## config.mk

```make
export PLATFORM = sky130hd
export DESIGN_NAME = wbframefetch_flat
export DESIGN_NICKNAME = d
export VERILOG_FILES = /design/src/rtl/wbframefetch_if.sv /design/src/rtl/wbframefetch.sv /design/src/flat_wrapper.sv
export SDC_FILE = /design/constraint.sdc
export NUM_CORES = 2
export LEC_CHECK = 0
export BUFFER_PORTS_ARGS = -buffer_cell sky130_fd_sc_hd__buf_2
export CAP_MARGIN = 40
export CORE_MARGIN = 3
export CORE_UTILIZATION = 62
export CTS_CLUSTER_SIZE = 30
export DETAILED_ROUTE_END_ITERATION = 8
export GPL_ROUTABILITY_DRIVEN = 0
export PLACE_DENSITY = 0.9
export SETUP_SLACK_MARGIN = 0.02
export SLEW_MARGIN = 40
export SYNTH_ARGS = -nofsm -noshare
export SYNTH_HDL_FRONTEND = slang
export SYNTH_SLANG_ARGS = --single-unit
```

## constraint.sdc

```tcl
create_clock -name i_clk -period 4.69 [get_ports i_clk]
set_clock_uncertainty 0.05 [all_clocks]
set_input_delay 1.1725 -clock i_clk [delete_from_list [all_inputs] [get_ports i_clk]]
set_output_delay 1.1725 -clock i_clk [all_outputs]
set_load 0.01 [all_outputs]
```

## src/rtl/wbframefetch_if.sv

```systemverilog
// rtl/wbframefetch_if.sv - Pipelined Wishbone read-only bus between the fetch engine and memory
interface wbframefetch_if #(
    parameter int AW = 24,
    parameter int DW = 64
) ();
    logic          cyc;
    logic          stb;
    logic [AW-1:0] addr;
    logic          ack;
    logic          stall;
    logic          err;
    logic [DW-1:0] data;

    modport master (output cyc, stb, addr, input ack, stall, err, data);
    modport slave  (input cyc, stb, addr, output ack, stall, err, data);
endinterface

```

## src/rtl/wbframefetch.sv

```systemverilog
// rtl/wbframefetch.sv - Wishbone frame-buffer fetch engine feeding the VGA timing generator
module wbframefetch #(
    parameter int AW     = 24,
    parameter int DW     = 64,
    parameter int BPC    = 8,
    parameter int LGFIFO = 5
) (
    input  logic               i_clk,
    input  logic               i_reset_n,
    input  logic               i_en,
    input  logic               i_newframe,
    input  logic [AW-1:0]      i_base_addr,
    input  logic [AW-1:0]      i_line_addr,
    input  logic [11:0]        i_hm_width,
    input  logic [11:0]        i_vm_height,
    wbframefetch_if.master     wb,
    input  logic               i_rd,
    output logic [3*BPC-1:0]   o_pixel,
    output logic               o_underflow,
    output logic               o_err
);
    localparam int PPW   = DW / 32;
    localparam int DEPTH = 1 << LGFIFO;
    localparam int CW    = LGFIFO + 1;
    localparam int SW    = (PPW > 1) ? $clog2(PPW) : 1;
    localparam int PXW   = 3 * BPC;

    typedef enum logic [1:0] {IDLE, FETCH, FLUSH, DONE} state_t;

    state_t            state, state_n;
    logic [AW-1:0]     line_base, line_base_n, addr_r, addr_n;
    logic [11:0]       word, word_n, line, line_n, nwords;
    logic [CW-1:0]     outstanding, outst_n, fill, fill_after;
    logic              cyc_r, cyc_n, stb_r, stb_n, err_n;
    logic              accept, ack_in, push, pop, clear, credit_ok;
    logic [DW-1:0]     mem [DEPTH];
    logic [LGFIFO-1:0] wptr, rptr;
    logic [SW-1:0]     sub;
    logic [PXW-1:0]    pix_next;

    assign nwords     = 12'(i_hm_width / 12'(PPW));
    assign accept     = stb_r && !wb.stall;
    assign ack_in     = cyc_r && wb.ack && !wb.err;
    assign pop        = i_rd && (fill != '0) && (sub == SW'(PPW - 1));
    assign fill_after = fill + CW'(ack_in) - CW'(pop);
    // Slot 0 sits in the top 32 bits of the bus word.
    assign pix_next   = PXW'(mem[rptr] >> (32 * (PPW - 1 - int'(sub))));

    assign wb.cyc  = cyc_r;
    assign wb.stb  = stb_r;
    assign wb.addr = addr_r;

    always_comb begin
        state_n     = state;
        line_base_n = line_base;
        word_n      = word;
        line_n      = line;
        outst_n     = outstanding;
        cyc_n       = cyc_r;
        stb_n       = stb_r;
        addr_n      = addr_r;
        err_n       = 1'b0;
        push        = 1'b0;
        clear       = 1'b0;
        credit_ok   = 1'b0;
        if (!i_en) begin
            state_n     = IDLE;
            line_base_n = '0;
            word_n      = '0;
            line_n      = '0;
            outst_n     = '0;
            cyc_n       = 1'b0;
            stb_n       = 1'b0;
            addr_n      = '0;
            clear       = 1'b1;
        end else if (i_newframe) begin
            // An open cycle is abandoned; the fresh frame starts on the following edge.
            state_n     = FETCH;
            line_base_n = i_base_addr;
            word_n      = '0;
            line_n      = '0;
            outst_n     = '0;
            clear       = 1'b1;
            stb_n       = !cyc_r;
            cyc_n       = !cyc_r;
            addr_n      = i_base_addr;
        end else if (cyc_r && wb.err) begin
            state_n = DONE;
            cyc_n   = 1'b0;
            stb_n   = 1'b0;
            outst_n = '0;
            err_n   = 1'b1;
        end else if (state == FETCH || state == FLUSH) begin
            push    = ack_in;
            word_n  = word + 12'(accept);
            outst_n = outstanding + CW'(accept) - CW'(ack_in);
            if (state == FLUSH && outstanding == '0) begin
                line_base_n = line_base + i_line_addr;
                word_n      = '0;
                line_n      = line + 12'd1;
                state_n     = (line_n == i_vm_height) ? DONE : FETCH;
            end else if (word_n == nwords) begin
                state_n = FLUSH;
            end
            credit_ok = ({1'b0, fill_after} + {1'b0, outst_n}) < (CW + 1)'(DEPTH);
            stb_n     = (state_n == FETCH) && (word_n < nwords) && credit_ok;
            cyc_n     = stb_n || (outst_n != '0);
            addr_n    = line_base_n + AW'(word_n);
        end
    end

    always_ff @(posedge i_clk or negedge i_reset_n) begin
        if (!i_reset_n) begin
            state       <= IDLE;
            line_base   <= '0;
            word        <= '0;
            line        <= '0;
            outstanding <= '0;
            cyc_r       <= 1'b0;
            stb_r       <= 1'b0;
            addr_r      <= '0;
            o_err       <= 1'b0;
        end else begin
            state       <= state_n;
            line_base   <= line_base_n;
            word        <= word_n;
            line        <= line_n;
            outstanding <= outst_n;
            cyc_r       <= cyc_n;
            stb_r       <= stb_n;
            addr_r      <= addr_n;
            o_err       <= err_n;
        end
    end

    always_ff @(posedge i_clk) begin
        if (push)
            mem[wptr] <= wb.data;
    end

    always_ff @(posedge i_clk or negedge i_reset_n) begin
        if (!i_reset_n) begin
            wptr <= '0;
            rptr <= '0;
            fill <= '0;
            sub  <= '0;
        end else if (clear) begin
            wptr <= '0;
            rptr <= '0;
            fill <= '0;
            sub  <= '0;
        end else begin
            if (push)
                wptr <= wptr + 1'b1;
            if (pop)
                rptr <= rptr + 1'b1;
            fill <= fill + CW'(push) - CW'(pop);
            if (i_rd && fill != '0)
                sub <= (sub == SW'(PPW - 1)) ? '0 : sub + 1'b1;
        end
    end

    always_ff @(posedge i_clk or negedge i_reset_n) begin
        if (!i_reset_n) begin
            o_pixel     <= '0;
            o_underflow <= 1'b0;
        end else if (!i_en) begin
            o_pixel     <= '0;
            o_underflow <= 1'b0;
        end else begin
            o_underflow <= i_rd && (fill == '0);
            if (i_rd)
                o_pixel <= (fill == '0) ? '0 : pix_next;
        end
    end
endmodule

```

## src/flat_wrapper.sv

```systemverilog
// flat-port wrapper written by rule: the top's interface ports become plain ports
module wbframefetch_flat 
#(
    parameter int AW     = 24,
    parameter int DW     = 64,
    parameter int BPC    = 8,
    parameter int LGFIFO = 5
)
  (i_clk, i_reset_n, i_en, i_newframe, i_base_addr, i_line_addr, i_hm_width, i_vm_height, i_rd, o_pixel, o_underflow, o_err, wb_cyc, wb_stb, wb_addr, wb_ack, wb_stall, wb_err, wb_data);
  wbframefetch_if #(.AW(AW), .DW(DW)) wb_i ();
  input  logic i_clk;
  input  logic i_reset_n;
  input  logic i_en;
  input  logic i_newframe;
  input  logic [AW-1:0] i_base_addr;
  input  logic [AW-1:0] i_line_addr;
  input  logic [11:0] i_hm_width;
  input  logic [11:0] i_vm_height;
  input  logic i_rd;
  output logic [3*BPC-1:0] o_pixel;
  output logic o_underflow;
  output logic o_err;
  output wire logic [$bits(wb_i.cyc)-1:0] wb_cyc;
  output wire logic [$bits(wb_i.stb)-1:0] wb_stb;
  output wire logic [$bits(wb_i.addr)-1:0] wb_addr;
  input wire logic [$bits(wb_i.ack)-1:0] wb_ack;
  input wire logic [$bits(wb_i.stall)-1:0] wb_stall;
  input wire logic [$bits(wb_i.err)-1:0] wb_err;
  input wire logic [$bits(wb_i.data)-1:0] wb_data;
  assign wb_cyc = wb_i.cyc;
  assign wb_stb = wb_i.stb;
  assign wb_addr = wb_i.addr;
  assign wb_i.ack = wb_ack;
  assign wb_i.stall = wb_stall;
  assign wb_i.err = wb_err;
  assign wb_i.data = wb_data;
  wbframefetch #(.AW(AW), .DW(DW), .BPC(BPC), .LGFIFO(LGFIFO)) u_core (.i_clk(i_clk), .i_reset_n(i_reset_n), .i_en(i_en), .i_newframe(i_newframe), .i_base_addr(i_base_addr), .i_line_addr(i_line_addr), .i_hm_width(i_hm_width), .i_vm_height(i_vm_height), .wb(wb_i), .i_rd(i_rd), .o_pixel(o_pixel), .o_underflow(o_underflow), .o_err(o_err));
endmodule
```

==> flow_metrics.py <==
metrics = {
    "floorplan": {
        "die_area_sq_mm": 0.1130,
        "y_dimension_of_the_die_um": 336.2,
        "chipWidth_um": 336.2,
        "num_rows": 120,
        "start_util_pct": 62.78,
        "design.core.area_sq_mm": 0.1077,
        "ioPinCount": 196,
    },
    "logic_synthesis": {
        "synth.cell_area_sq_mm": 0.06758,
        "synthSimpleGateAreaFrac_pct": 2.940,
        "synth_top_family_by_area": "multiplexers",
        "synth.avg_cell_area_sq_um": 20.46,
        "asyncSetResetFlopFracSynth_pct": 7.526,
        "arithmetic_cell_share_of_the_synthesized_area_counting_full_adders_half_adders_and_majority_gates_pct": 1.555,
        "syn_nets": 3528,
        "synth-edff-count": 1536,
        "synthXorXnorAreaFrac_pct": 1.270,
        "muxShareOfSynthArea_pct": 17.00,
        "ys.flop_type": "sky130_fd_sc_hd__edfxtp_1",
        "share_of_the_yosys_chip_area_belonging_to_registers_pct": 72.88,
        "synth.yosys.warnings": 0,
        "synth_cells": 3303,
        "ys_ff_latch": 1661,
        "synth_compound_gate_area_share_pct": 2.925,
        "synth_cell_type_count": 74,
    },
    "routing": {
        "route.vias.total": 38520,
        "drtPass1Iterations": 8,
        "drt_first_iter_violations": 6052,
        "routed_wire_length_per_instance_um": 39.65,
        "wl_um": 205500,
        "route.antenna.remaining_nets": 0,
        "drt_drc_violations_left": 0,
        "routed_via_density": 7.432,
    },
    "critical_path": {
        "path_class": "input port to register",
        "worst_setup_path_start_kind": "input port",
        "setup.worst_path.end_class": "register",
        "critPathTopFamily": "simple AND/OR/NAND/NOR gates",
        "timing.critical_path.fanout_max": 3,
        "timing.critical_path.arrival_ps": 4840,
        "worst_path_most_repeated_cell": "sky130_fd_sc_hd__o21ai_0",
        "cp_cell_sequence": "buf_2 > ha_1 > inv_1 > fa_1 > nand2b_1 > a21oi_2 > nor2_1 > xnor2_1 > o21ai_0 > ha_1 > or4_1 > o22ai_1 > o21ai_0 > nor4_1 > nor3_1 > buf_4 > buf_4 > nand3_1 > xor2_1 > o21ai_0 > o211a_1",
        "master_of_the_slowest_instance_on_the_critical_path": "sky130_fd_sc_hd__or4_1",
        "critPathMaxStageDelay_ps": 540,
        "critPathRequiredTime_ps": 5270,
        "worstPathBufferInverterCount": 4,
    },
    "clock_tree": {
        "clock_sinks": 1661,
        "post_cts.resized_instances": 0,
        "clk_latency_ps": 780,
        "cts-buffers-inserted": 159,
        "cts.reportedPaths.clkPinSlew_ps": 60,
        "cts_tree": "done",
        "post-cts-setup-buffer-count": 0,
        "ctsLongestPathBuffers": 3,
        "cts_hold_buf": 0,
        "cts_max_level": 4,
        "root_buffer": "sky130_fd_sc_hd__clkbuf_16",
    },
    "flow_run": {
        "max_cap_violations": 0,
    },
    "timing": {
        "finalWorstSetupSlack_ps": 434.8,
        "max_clock_freq_ghz": 0.2350,
        "max-slew-margin-rel_pct": 37.73,
        "min_clock_period_post_route_ps": 4255,
        "setup_viol": 0,
        "tightestPinTransition_ps": 934.0,
        "final_max_slew_viol_count": 0,
        "hold_slack_ps": 196.8,
        "grt_setup_unrepaired": "false",
        "min_period_over_period_pct": 90.73,
        "timing_hold_violations_final": 0,
    },
    "pwr": {
        "report.power.total_uw": 30340,
        "clock_power_share_pct": 42.2,
        "power_report.internal_total_uw": 23650,
        "power_leakage_uw": 0.02466,
        "seq_power_share_pct": 53.7,
        "power.density_mw_per_mm2": 396.9,
        "vdd.ir_drop.worst_v": 0.0003898,
        "switching_share_pct": 22.03,
        "comb_power_share_pct": 4.1,
        "switch_pwr_uw": 6685,
    },
    "placed_design": {
        "place_worst_setup_slack_ps": -242.4,
        "hpwl_um": 109700,
        "port_buffers": 178,
        "placed_cells_incl_taps": 4875,
    },
    "finish": {
        "fillerInstances": 5700,
        "layout-drive-gt1-share_pct": 29.93,
        "layoutNonFillerInstCount": 5183,
        "finish.net_count": 3859,
        "area_growth_pct": 13.12,
    },
    "hold_path": {
        "holdCritPathClass": "input port to async pin",
    },
    "grt": {
        "number_of_antenna_violations_at_the_first_check_in_global_routing": 27,
        "global_route.overflow_total": 0,
        "grt_max_degree": 105,
        "grt_first_pass_wirelength_um": 290100,
        "globalRouteTotalUtil_pct": 37.22,
        "grt_pass1_vias": 38790,
    },
    "run_status": {
        "status": "finished clean",
    },
}
[state kept, by name (all words and copies together) (netlist names)]
name	cells
u_core.line_base	24
u_core.fill	6
u_core.wptr	5
u_core.o_pixel	24
u_core.rptr	5
u_core.line	12
u_core.word	12
u_core.o_underflow	1
u_core.o_err	1
u_core.sub	1
u_core.wb.cyc	1
u_core.wb.addr	24
u_core.mem	1536
u_core.wb.stb	1
u_core.state	2
u_core.outstanding	6
[final timing paths]
kind | depth (start not counted) | slack, ps | end | from
max | 21 | 430 | u_core.wb.addr[17] | i_line_addr[0]
min | 1 | 200 | u_core.line_base[1] | i_reset_n
max reg2reg | 20 | 510 | u_core.wb.addr[17] | u_core.line_base[0]
min reg2reg | 1 | 450 | u_core.o_pixel[0] | u_core.o_pixel[0]
max in group asynchronous | 2 | 3690 | u_core.rptr[3] | i_reset_n
min in group i_clk | 1 | 450 | u_core.o_pixel[0] | u_core.o_pixel[0]
[metal layers]
layer | share of wire (%) | global-route usage, % | up-vias
li1 | - | - | 14300
met1 | 30 | 44.66 | 19450
met2 | 49 | 59.99 | 3801
met3 | 13 | 10.07 | 953
met4 | 8.0 | 24.66 | 16
met5 | 0.047 | 0 | -
[worst reg2reg max path: cells and delay by family (launching register included)]
family	cells	cell delay, ps
XOR/XNOR	2	280
AND/OR/NAND/NOR	6	1250
flip-flops	1	380
adder cells (fa/ha/maj)	3	840
buffers and inverters	3	340
AO/OA/AOI/OAI	6	920
[layout by cell type (no fill, tap or decap), drive strengths merged, types with 20 or more instances in the layout]
cell type,n
inv,58
xor2,38
xnor2,60
nor2b,20
mux4,504
clkinv,56
clkbuf,216
dfrtp,125
and2,21
nor2,133
a21oi,85
ha,76
a32o,24
buf,339
o21ai,77
edfxtp,1536
nand2,134
nand3,32
[power by group through the flow]
stage	registers (uW)	logic (uW)	clock network [uW]
finish	16300	1250	12800
floorplan	16600	656	0
CTS	16300	1230	12900
detailed placement	16600	1210	0
global placement	16600	1150	0
global route	16300	1370	13400
[final cells by class]
type / instances / area [sq um] / area share, %
clock inverter: 73 / 710.7 / 0.9296
sequential: 1661 / 49270 / 64.45
tap: 1403 / 1755 / 2.296
clock buffer: 216 / 4387 / 5.738
multi-input combinational: 1420 / 17640 / 23.07
inverter: 53 / 198.9 / 0.2602
timing repair buffer: 339 / 2442 / 3.195
antenna: 18 / 45.04 / 0.05892
[cell usage after synthesis (all sizes together) (38+ instances only)]
cell | instances | area [sq um]
edfxtp | 1536 | 46120
mux4 | 504 | 11350
nand2 | 134 | 503.0
nor2 | 133 | 499.2
dfrtp | 125 | 3128
clkbuf | 101 | 379.1
a21oi | 85 | 429.2
o21ai | 77 | 392.9
ha | 76 | 950.9
buf | 68 | 386.6
xnor2 | 60 | 525.5
inv | 52 | 195.2
xor2 | 38 | 332.8
[logic make-up (layout without fill, tap and decap cells)]
group / count (synthesis) / in the layout
buffers and inverters: 222 / 681
adder cells (fa/ha/maj): 81 / 81
other: 0 / 18
XOR/XNOR: 98 / 98
flip-flops: 1661 / 1661
AND/OR/NAND/NOR: 425 / 425
AO/OA/AOI/OAI: 298 / 298
multiplexers: 518 / 518
[metrics by stage]
stage	utilization [%]	area (sq um)	TNS [ps]
4_1_cts	70.94	76370	0
3_5_place_dp	66.20	71270	-1415
2_1_floorplan	-	67580	0
6_report	71.01	76450	0
5_1_grt	70.99	76430	0
3_3_place_gp	66.20	71260	-876.7
(Power assumes the default switching activity.)
